$ cat config.mk
export PLATFORM = sky130hd
export DESIGN_NAME = instr_mem_loadable
export DESIGN_NICKNAME = d
export VERILOG_FILES = /design/src/rtl/instr_mem_loadable_pkg.sv /design/src/rtl/instr_mem_loadable_array.sv /design/src/rtl/instr_mem_loadable.sv
export SDC_FILE = /design/constraint.sdc
export NUM_CORES = 1
export LEC_CHECK = 0
export CORE_MARGIN = 8
export CORE_UTILIZATION = 38
export DETAILED_ROUTE_END_ITERATION = 6
export PLACE_DENSITY = 0.53
export SYNTH_ARGS = -nofsm -noshare
export SYNTH_HDL_FRONTEND = slang
export SYNTH_SLANG_ARGS = --single-unit
$ cat constraint.sdc
create_clock -name clk -period 6.8 [get_ports clk]
set_input_delay 0.68 -clock clk [delete_from_list [all_inputs] [get_ports clk]]
set_output_delay 0.68 -clock clk [all_outputs]
set_load 0.03 [all_outputs]
$ cat src/rtl/instr_mem_loadable_pkg.sv
// rtl/instr_mem_loadable_pkg.sv - shared types and helpers for the loadable instruction memory
// Purpose: state encoding, NOP default and byte-offset helper used by the fetch
//          stage and by the loader driver.
package instr_mem_loadable_pkg;

  typedef enum logic {
    LOAD = 1'b0,
    RUN  = 1'b1
  } state_e;

  localparam logic [63:0] NOP_WORD_DEFAULT = '0;

  // Number of byte-offset bits inside one instruction word.
  function automatic int bsh_of(input int data_w);
    return $clog2(data_w / 8);
  endfunction

endpackage

$ cat src/rtl/instr_mem_loadable_array.sv
// rtl/instr_mem_loadable_array.sv - DEPTH x DATA_W storage, synchronous write, combinational read
// Ports:
//   clk     - clock
//   we_i    - write enable
//   waddr_i - write word index
//   wdata_i - write data
//   raddr_i - read word index
//   rdata_o - read data (combinational)
module instr_mem_array #(
  parameter int DATA_W = 16,
  parameter int DEPTH  = 32,
  localparam int AW    = $clog2(DEPTH)
) (
  input  logic              clk,
  input  logic              we_i,
  input  logic [AW-1:0]     waddr_i,
  input  logic [DATA_W-1:0] wdata_i,
  input  logic [AW-1:0]     raddr_i,
  output logic [DATA_W-1:0] rdata_o
);

  logic [DATA_W-1:0] mem_q [DEPTH];

  // Contents are intentionally not reset.
  always_ff @(posedge clk) begin
    if (we_i) begin
      mem_q[waddr_i] <= wdata_i;
    end
  end

  assign rdata_o = mem_q[raddr_i];

endmodule

$ cat src/rtl/instr_mem_loadable.sv
// rtl/instr_mem_loadable.sv - loadable instruction memory with registered fetch port
// Purpose: a streaming loader fills the memory after reset (LOAD); afterwards (RUN)
//          byte-addressed fetches return one registered word per cycle with
//          stall-hold, range checking and alignment checking.
// Ports:
//   clk, rst                                    - clock, async active-high reset
//   load_valid/load_ready/load_data/load_last   - loader beat handshake
//   reload                                      - restart loading (RUN only)
//   fetch_en/fetch_addr/stall                   - fetch request, byte address, hold
//   instruction/instr_valid/addr_fault          - registered fetch result
//   mem_ready/load_count/load_overflow          - loader status
module instr_mem_loadable
  import instr_mem_loadable_pkg::*;
#(
  parameter int                DATA_W   = 16,
  parameter int                DEPTH    = 32,
  parameter int                ADDR_W   = 8,
  parameter logic [DATA_W-1:0] NOP_WORD = DATA_W'(NOP_WORD_DEFAULT),
  localparam int               CNT_W    = $clog2(DEPTH + 1)
) (
  input  logic              clk,
  input  logic              rst,
  input  logic              load_valid,
  output logic              load_ready,
  input  logic [DATA_W-1:0] load_data,
  input  logic              load_last,
  input  logic              reload,
  input  logic              fetch_en,
  input  logic [ADDR_W-1:0] fetch_addr,
  input  logic              stall,
  output logic [DATA_W-1:0] instruction,
  output logic              instr_valid,
  output logic              addr_fault,
  output logic              mem_ready,
  output logic [CNT_W-1:0]  load_count,
  output logic              load_overflow
);

  localparam int BSH   = bsh_of(DATA_W);
  localparam int AW    = $clog2(DEPTH);
  localparam int CMP_W = (ADDR_W > CNT_W) ? ADDR_W : CNT_W;
  localparam logic [ADDR_W-1:0] OFF_MASK = ADDR_W'((1 << BSH) - 1);

  state_e            state_q, state_d;
  logic [CNT_W-1:0]  cnt_q, cnt_d;
  logic              ovf_q, ovf_d;
  logic [DATA_W-1:0] instr_q, instr_d;
  logic              valid_q, valid_d;
  logic              fault_q, fault_d;

  logic              mem_we;
  logic [DATA_W-1:0] mem_rdata;
  logic [ADDR_W-1:0] idx;
  logic              misaligned;
  logic              out_of_range;

  assign idx          = fetch_addr >> BSH;
  assign misaligned   = |(fetch_addr & OFF_MASK);
  // Compare in a common width so indices beyond the array still fault.
  assign out_of_range = CMP_W'(idx) >= CMP_W'(cnt_q);

  instr_mem_array #(
    .DATA_W (DATA_W),
    .DEPTH  (DEPTH)
  ) u_array (
    .clk     (clk),
    .we_i    (mem_we),
    .waddr_i (cnt_q[AW-1:0]),
    .wdata_i (load_data),
    .raddr_i (idx[AW-1:0]),
    .rdata_o (mem_rdata)
  );

  always_ff @(posedge clk or posedge rst) begin
    if (rst) begin
      state_q <= LOAD;
      cnt_q   <= '0;
      ovf_q   <= 1'b0;
      instr_q <= NOP_WORD;
      valid_q <= 1'b0;
      fault_q <= 1'b0;
    end else begin
      state_q <= state_d;
      cnt_q   <= cnt_d;
      ovf_q   <= ovf_d;
      instr_q <= instr_d;
      valid_q <= valid_d;
      fault_q <= fault_d;
    end
  end

  always_comb begin
    state_d = state_q;
    cnt_d   = cnt_q;
    ovf_d   = ovf_q;
    instr_d = instr_q;
    valid_d = valid_q;
    fault_d = fault_q;
    mem_we  = 1'b0;
    case (state_q)
      LOAD: begin
        instr_d = NOP_WORD;
        valid_d = 1'b0;
        fault_d = 1'b0;
        if (load_valid) begin
          if (cnt_q < CNT_W'(DEPTH)) begin
            mem_we = 1'b1;
            cnt_d  = cnt_q + 1'b1;
          end else begin
            ovf_d = 1'b1;
          end
          if (load_last) begin
            state_d = RUN;
          end
        end
      end
      RUN: begin
        if (reload) begin
          state_d = LOAD;
          cnt_d   = '0;
          ovf_d   = 1'b0;
          instr_d = NOP_WORD;
          valid_d = 1'b0;
          fault_d = 1'b0;
        end else if (stall) begin
          // Hold the current output.
        end else if (fetch_en) begin
          if (misaligned || out_of_range) begin
            instr_d = NOP_WORD;
            valid_d = 1'b0;
            fault_d = 1'b1;
          end else begin
            instr_d = mem_rdata;
            valid_d = 1'b1;
            fault_d = 1'b0;
          end
        end else begin
          instr_d = NOP_WORD;
          valid_d = 1'b0;
          fault_d = 1'b0;
        end
      end
      default: state_d = LOAD;
    endcase
  end

  assign load_ready    = (state_q == LOAD);
  assign mem_ready     = (state_q == RUN);
  assign load_count    = cnt_q;
  assign load_overflow = ovf_q;
  assign instruction   = instr_q;
  assign instr_valid   = valid_q;
  assign addr_fault    = fault_q;

endmodule

==> results of run 1 <==
path summary, 6_finish.rpt:
kind	start	to	slack (ps)
min in group asynchronous	rst	instruction[12]$_DFFE_PP0P_	810
worst min register to register	instr_valid$_DFFE_PP0P_	instr_valid$_DFFE_PP0P_	480
max in group asynchronous	rst	load_count[5]$_DFFE_PP0P_	5290
worst max-delay path	load_count[4]$_DFFE_PP0P_	instruction[10]$_DFFE_PP0P_	3700
worst max register to register	load_count[4]$_DFFE_PP0P_	instruction[10]$_DFFE_PP0P_	3700
worst min-delay path	instr_valid$_DFFE_PP0P_	instr_valid$_DFFE_PP0P_	480
through the flow:
stage          cell area [sq um]  instances  worst slack, ps  util [%]
2_1_floorplan              20800       1023             3810         -
3_3_place_gp               22500       1780             3200      41.1
3_5_place_dp               22500       1780             3180      41.1
4_1_cts                    24200       1878             3760      44.3
5_1_grt                    24200       1878             3510      44.3
6_report                   24200       1879             3700      44.3
state kept, by name, indices dropped and copies added, names as in the netlist:
register	cells
addr_fault	1
load_overflow	1
load_count	6
u_array.mem_q	512
instruction	16
mem_ready	1
instr_valid	1
Yosys cell counts, drive strengths merged:
library cell    n
nand3          10
or3             1
and2            1
ha             10
o22ai          15
a211oi          2
o21ai           1
a22oi          47
a21oi           8
nand4b          1
a2111o          1
clkbuf         20
a221oi         14
edfxtp        512
o211ai         16
mux2           30
inv            12
nand2          65
mux4          100
and4            1
nand2b          4
xnor2           3
dfrtp          26
nand4           1
nor2b           3
nor2           38
buf            32
mux2i          43
a211o           1
a31oi           1
a21o            3
and3            1
worst max-delay path, delay by kind of cell (launching register included):
kind | cells | cell delay [ps]
AND/OR/NAND/NOR | 1 | 110
AO/OA/AOI/OAI | 4 | 1640
adder cells (fa/ha/maj) | 1 | 360
buffers and inverters | 1 | 220
flip-flops | 1 | 690
cells by family (layout without fill, tap and decap cells):
logic type	count (synthesis)	after routing	synth area share [%]
AND/OR/NAND/NOR	126	126	2.51
multiplexers	173	173	14.5
flip-flops	538	538	76.9
buffers and inverters	64	215	1.42
adder cells (fa/ha/maj)	10	10	0.600
other	0	1	0
AO/OA/AOI/OAI	109	109	3.97
XOR/XNOR	3	3	0.126
layout make-up:
type                            instances  area, sq um
Inverter                               12         45.0
Tap cell                              704          881
Antenna cell                            1         2.50
Multi-Input combinational cell        421         4620
Clock inverter                         25          241
Sequential cell                       538        16000
Timing Repair Buffer                  105          918
Fill cell                            4643        30500
Clock buffer                           73         1470
power by group through the flow:
stage,Sequential [uW],Combinational (uW),Clock (uW)
floorplan,3850,284,0
global placement,3860,562,0
detailed placement,3860,564,0
CTS,3790,566,2970
global route,3800,601,3090
finish,3790,558,2910
layer usage:
metal	share of wire [%]	up-vias	GRT usage (%)
li1	-	4437	-
met1	44	5632	24.1
met2	47	327	27.2
met3	6.4	60	3.53
met4	2.1	2	4.49
met5	0.024	-	0
==> out/metrics.cfg, run 1 <==
[status]
status=complete, no violations

[pwr]
p_int_uw=5610
switching_power_uw=1650
power.leakage_uw=0.00789
powerDensity_mw_per_mm2=300
vdd_ir_drop_max_mv=0.204
p_total_uw=7260
comb_power_share_pct=7.7
swShare_pct=22.7
p_clk_share_pct=40.1
power_frac_seq_pct=52.2

[clock_network]
cts-root-buf=clkbuf_16
cts.clk_slew.worst_paths_ps=60
cts_hold_buf=0
cts_tree=done
cts_buffers=54
cts-resized-gates=0
cts_setup_buffers=0
clkLatencyLatePin_ps=600
clk_path_buf_depth=3
cts_sinks=538
htree_levels=2

[die]
dieHeight_um=250
die_w_um=250
die_area_sq_mm=0.0626
coreArea_sq_mm=0.0547
rows=86
ioPinCount=58
initial_utilization_pct=38.1

[sta]
min_period_over_period_pct=45.5
tightestPinTransition_ps=1280
fmax_mhz=323
hold_viol=0
setup-tns-final_ps=0
slew_headroom_pct=14.3
setup_viol=0
skew_ps=24.7
drv_slew=0
rsz0062_at_grt=false
timing.hold.ws_ps=485
fin_crit_ps=3100

[place]
place.gp.congestion=0.797
port-buffer-count=57
hpwl_um=32300

[global_route]
first_global_vias=10657
antenna_found_initial=4
gr-total-overflow=0
grt_usage_pct=17.2
grt_max_degree=42
grt_pass1_wl_um=78000

[synthesis]
synth_seq_area_share_pct=76.9
yosysWarnings=0
yosysTopAreaCell=edfxtp_1
synth_top_area_share_pct=73.8
synth_area_leaders=edfxtp_1 74%, mux4_2 11%, dfrtp_1 3.1%
ys_ff_latch=538
syn_nets=1064
netlist_area_sq_mm=0.0208
syn_inst=1023
avgSynthCellArea_sq_um=20.4
synth_cell_types=36

[setup_path]
crit_type=flop to flop
cp-end-kind=flop
reg2regPathDepth=7
worst_ep_arrival_time_ps=3620
path_cells=inv_1 -> ha_1 -> a21o_1 -> a2111o_1 -> a211oi_4 -> o211ai_1 -> nand2_1
crit_fanout=16
crit_slowest_cell=a211oi_4
startpoint_type=flop
critPathMaxStageDelay_ps=730
worst_ep_required_time_ps=7330

[finish]
layout_commonest_cell=edfxtp_1
layout-drive-gt1-share_pct=25.0
nNetsFinal=1173
final_cell_mix=512 x edfxtp_1, 100 x mux4_2, 65 x nand2_1
areaGrowthSynthToFinish_pct=16.1

[job]
max_cap_viol_count=0

[routing]
wl_per_cell_um=28.8
drc=0
first_iter_violations=874
ant_nets=0
dr.pass1.iters=7
num_vias=10458
routed_wl_um=54100
viasPerCell=5.57

[hold_path]
whs_path_depth=1
hp-class=flop to flop

Note: power is estimated with default switching activity, not from simulation.
==> run 2, diff against run 1 <==
--- a/config.mk
+++ b/config.mk
@@ -8,7 +8,7 @@
 export CORE_MARGIN = 8
 export CORE_UTILIZATION = 38
 export DETAILED_ROUTE_END_ITERATION = 6
-export PLACE_DENSITY = 0.53
+export PLACE_DENSITY = 0.54
 export SYNTH_ARGS = -nofsm -noshare
 export SYNTH_HDL_FRONTEND = slang
 export SYNTH_SLANG_ARGS = --single-unit
==> constraint.sdc (replaced) <==
create_clock -name clk -period 2.6 [get_ports clk]
set_input_delay 0.26 -clock clk [delete_from_list [all_inputs] [get_ports clk]]
set_output_delay 0.26 -clock clk [all_outputs]
set_load 0.03 [all_outputs]
==> run 2 against run 1 <==
Critical path depth increased by 1. Via count increased by 1.3%. Maximum frequency increased by 41%. Power increased to 2.6 times the previous value. Flip-flop and latch count unchanged. Utilization increased by 1.5 points. Clock skew decreased by 12 ps. Count of clock-buffer cells in the layout increased by 3. Largest cell class unchanged.
==> out/metrics.cfg, run 2 (synthesis gave the netlist of run 1 again) <==
[place]
hpwl_um=32000  ; -0.82%
place.gp.congestion=0.756  ; -5.2%
port-buffer-count=57  ; unchanged
pre_cts_ws_ps=206  ; -2980 ps
dpl.cell_count=1834  ; +3.0%
placed_cell_area_sq_mm=0.0233  ; +3.6%

[pwr]
p_int_uw=14800  ; +160%
vdd_ir_drop_max_mv=0.514  ; +150%
powerDensity_mw_per_mm2=763  ; +150%
power_frac_seq_pct=51.5  ; -0.7 points
p_clk_share_pct=40.1  ; about the same
swShare_pct=22.7  ; +0.044 points
switching_power_uw=4340  ; +160%
comb_power_share_pct=8.4  ; +0.7 points
power.leakage_uw=0.00828  ; +4.9%

[sta]
rsz0062_at_grt=false
skew_ps=12.6  ; -12.1 ps
tightestPinTransition_ps=1260  ; -22.8 ps
slew_headroom_pct=15.7  ; +1.4 points
fin_crit_ps=2200  ; -897 ps
drv_slew=0  ; unchanged
min_period_over_period_pct=84.6  ; +39 points
setup_viol=0  ; unchanged
fmax_mhz=455  ; +41%
worst_slack_ps=401  ; -3300 ps
hold_viol=0  ; unchanged

[global_route]
gr-total-overflow=0  ; unchanged
first_global_vias=10759  ; +0.96%
grt_usage_pct=16.7  ; -0.47 points
grt_max_degree=51  ; +21%
grt_pass1_wl_um=76600  ; -1.8%
antenna_found_initial=0  ; -4

[die]
die_w_um=250  ; unchanged
die_area_sq_mm=0.0626  ; unchanged
rows=86  ; unchanged
ioPinCount=58  ; unchanged
initial_utilization_pct=38.1  ; unchanged
dieHeight_um=250  ; unchanged
coreArea_sq_mm=0.0547  ; unchanged

[routing]
dr.pass1.iters=5  ; -2
wl_per_cell_um=27.2  ; -5.6%
viasPerCell=5.47  ; -1.7%
routed_wl_um=52700  ; -2.7%
num_vias=10599  ; +1.3%
drc=0  ; unchanged
ant_nets=0  ; unchanged
first_iter_violations=935  ; +7.0%

[finish]
final_core_util_pct=45.8  ; +1.5 points
areaGrowthSynthToFinish_pct=20.2
design_area_sq_mm=0.0250  ; +3.5%
largest_reg_flops=512  ; unchanged
final_cell_mix=512 x edfxtp_1, 100 x mux4_2, 72 x buf_4
fillers=4639  ; -0.086%
stdcell_count=1938  ; +3.1%
n_antenna_cell=0  ; -1
regMostFlops=u_array.mem_q
nNetsFinal=1229  ; +4.8%
layout-drive-gt1-share_pct=28.5  ; +3.6 points
layout_commonest_cell=edfxtp_1

[clock_network]
clkLatencyLatePin_ps=600  ; about the same
cts_buffers=56  ; +3.7%
cts_tree=done
cts_sinks=538  ; unchanged
cts.clk_slew.worst_paths_ps=60  ; about the same
cts-resized-gates=0  ; unchanged
cts-root-buf=clkbuf_16
cts_hold_buf=0  ; unchanged
cts_setup_buffers=0  ; unchanged
htree_levels=2  ; unchanged
clk_path_buf_depth=3  ; unchanged

[setup_path]
cp-end-kind=flop
worst_ep_required_time_ps=3130  ; -4200 ps
crit_fanout=16  ; unchanged
startpoint_type=flop
worst_ep_arrival_time_ps=2730  ; -890 ps
crit_type=flop to flop
reg2regPathDepth=8  ; +1

[hold_path]
hp-class=input port to async pin

[status]
status=complete, no violations

[job]
max_cap_viol_count=0  ; unchanged

## run 2: stage by stage
step | hold WS, ps | TNS, ps | total power, uW
floorplan | 300 | -44630 | 10800
global placement | 537 | 0 | 11600
detailed placement | 540 | 0 | 11700
CTS | 37.4 | 0 | 19300
global route | 91.0 | 0 | 19700
finish | 58.2 | 0 | 19100
## run 2: cell type report
cell class	count	area [sq um]	share of cell area, %
flip-flops and latches	538	16000	64.0
well taps	704	881	3.52
multi-input cells	421	4610	18.4
clock inverters	28	208	0.829
repair buffers	159	1740	6.93
inverters	12	45.0	0.180
clock buffers	76	1540	6.14
## run 2: per-layer routing
metal | wire length, um | part of all wire [%] | vias up | GRT usage [%]
met5 | 0 | 0 | - | 0
met4 | 1290 | 2.4 | 0 | 5.00
met3 | 2650 | 5.0 | 79 | 2.86
met2 | 24500 | 46 | 322 | 25.9
met1 | 24300 | 46 | 5660 | 24.0
li1 | - | - | 4538 | -
## run 2: critical path, stage by stage, from the launching register on
cell and delay, ps:
dfrtp_1 380, inv_1 150, ha_1 270, a21o_1 170, a2111o_1 520, a211oi_4 280, buf_12 180, o211ai_1 100
nand2_1 80
## run 2: worst paths after layout
| check | start | to | slack (ps) |
|---|---|---|---|
| max in group asynchronous | rst | mem_ready$_DFF_PP0_ | 2240 |
| min | rst | instruction[1]$_DFFE_PP0P_ | 60 |
| max reg2reg | load_count[4]$_DFFE_PP0P_ | instruction[3]$_DFFE_PP0P_ | 400 |
| min reg2reg | addr_fault$_DFFE_PP0P_ | addr_fault$_DFFE_PP0P_ | 540 |
| min in group clk | load_last | mem_ready$_DFF_PP0_ | 250 |
| max | load_count[4]$_DFFE_PP0P_ | instruction[3]$_DFFE_PP0P_ | 400 |
## run 2: power groups by stage
stage / combinational [uW] / sequential [uW] / clock [uW]
floorplan: 754 / 10100 / 0
global placement: 1620 / 10000 / 0
detailed placement: 1630 / 10000 / 0
CTS: 1640 / 9840 / 7810
global route: 1740 / 9860 / 8130
finish: 1610 / 9840 / 7660
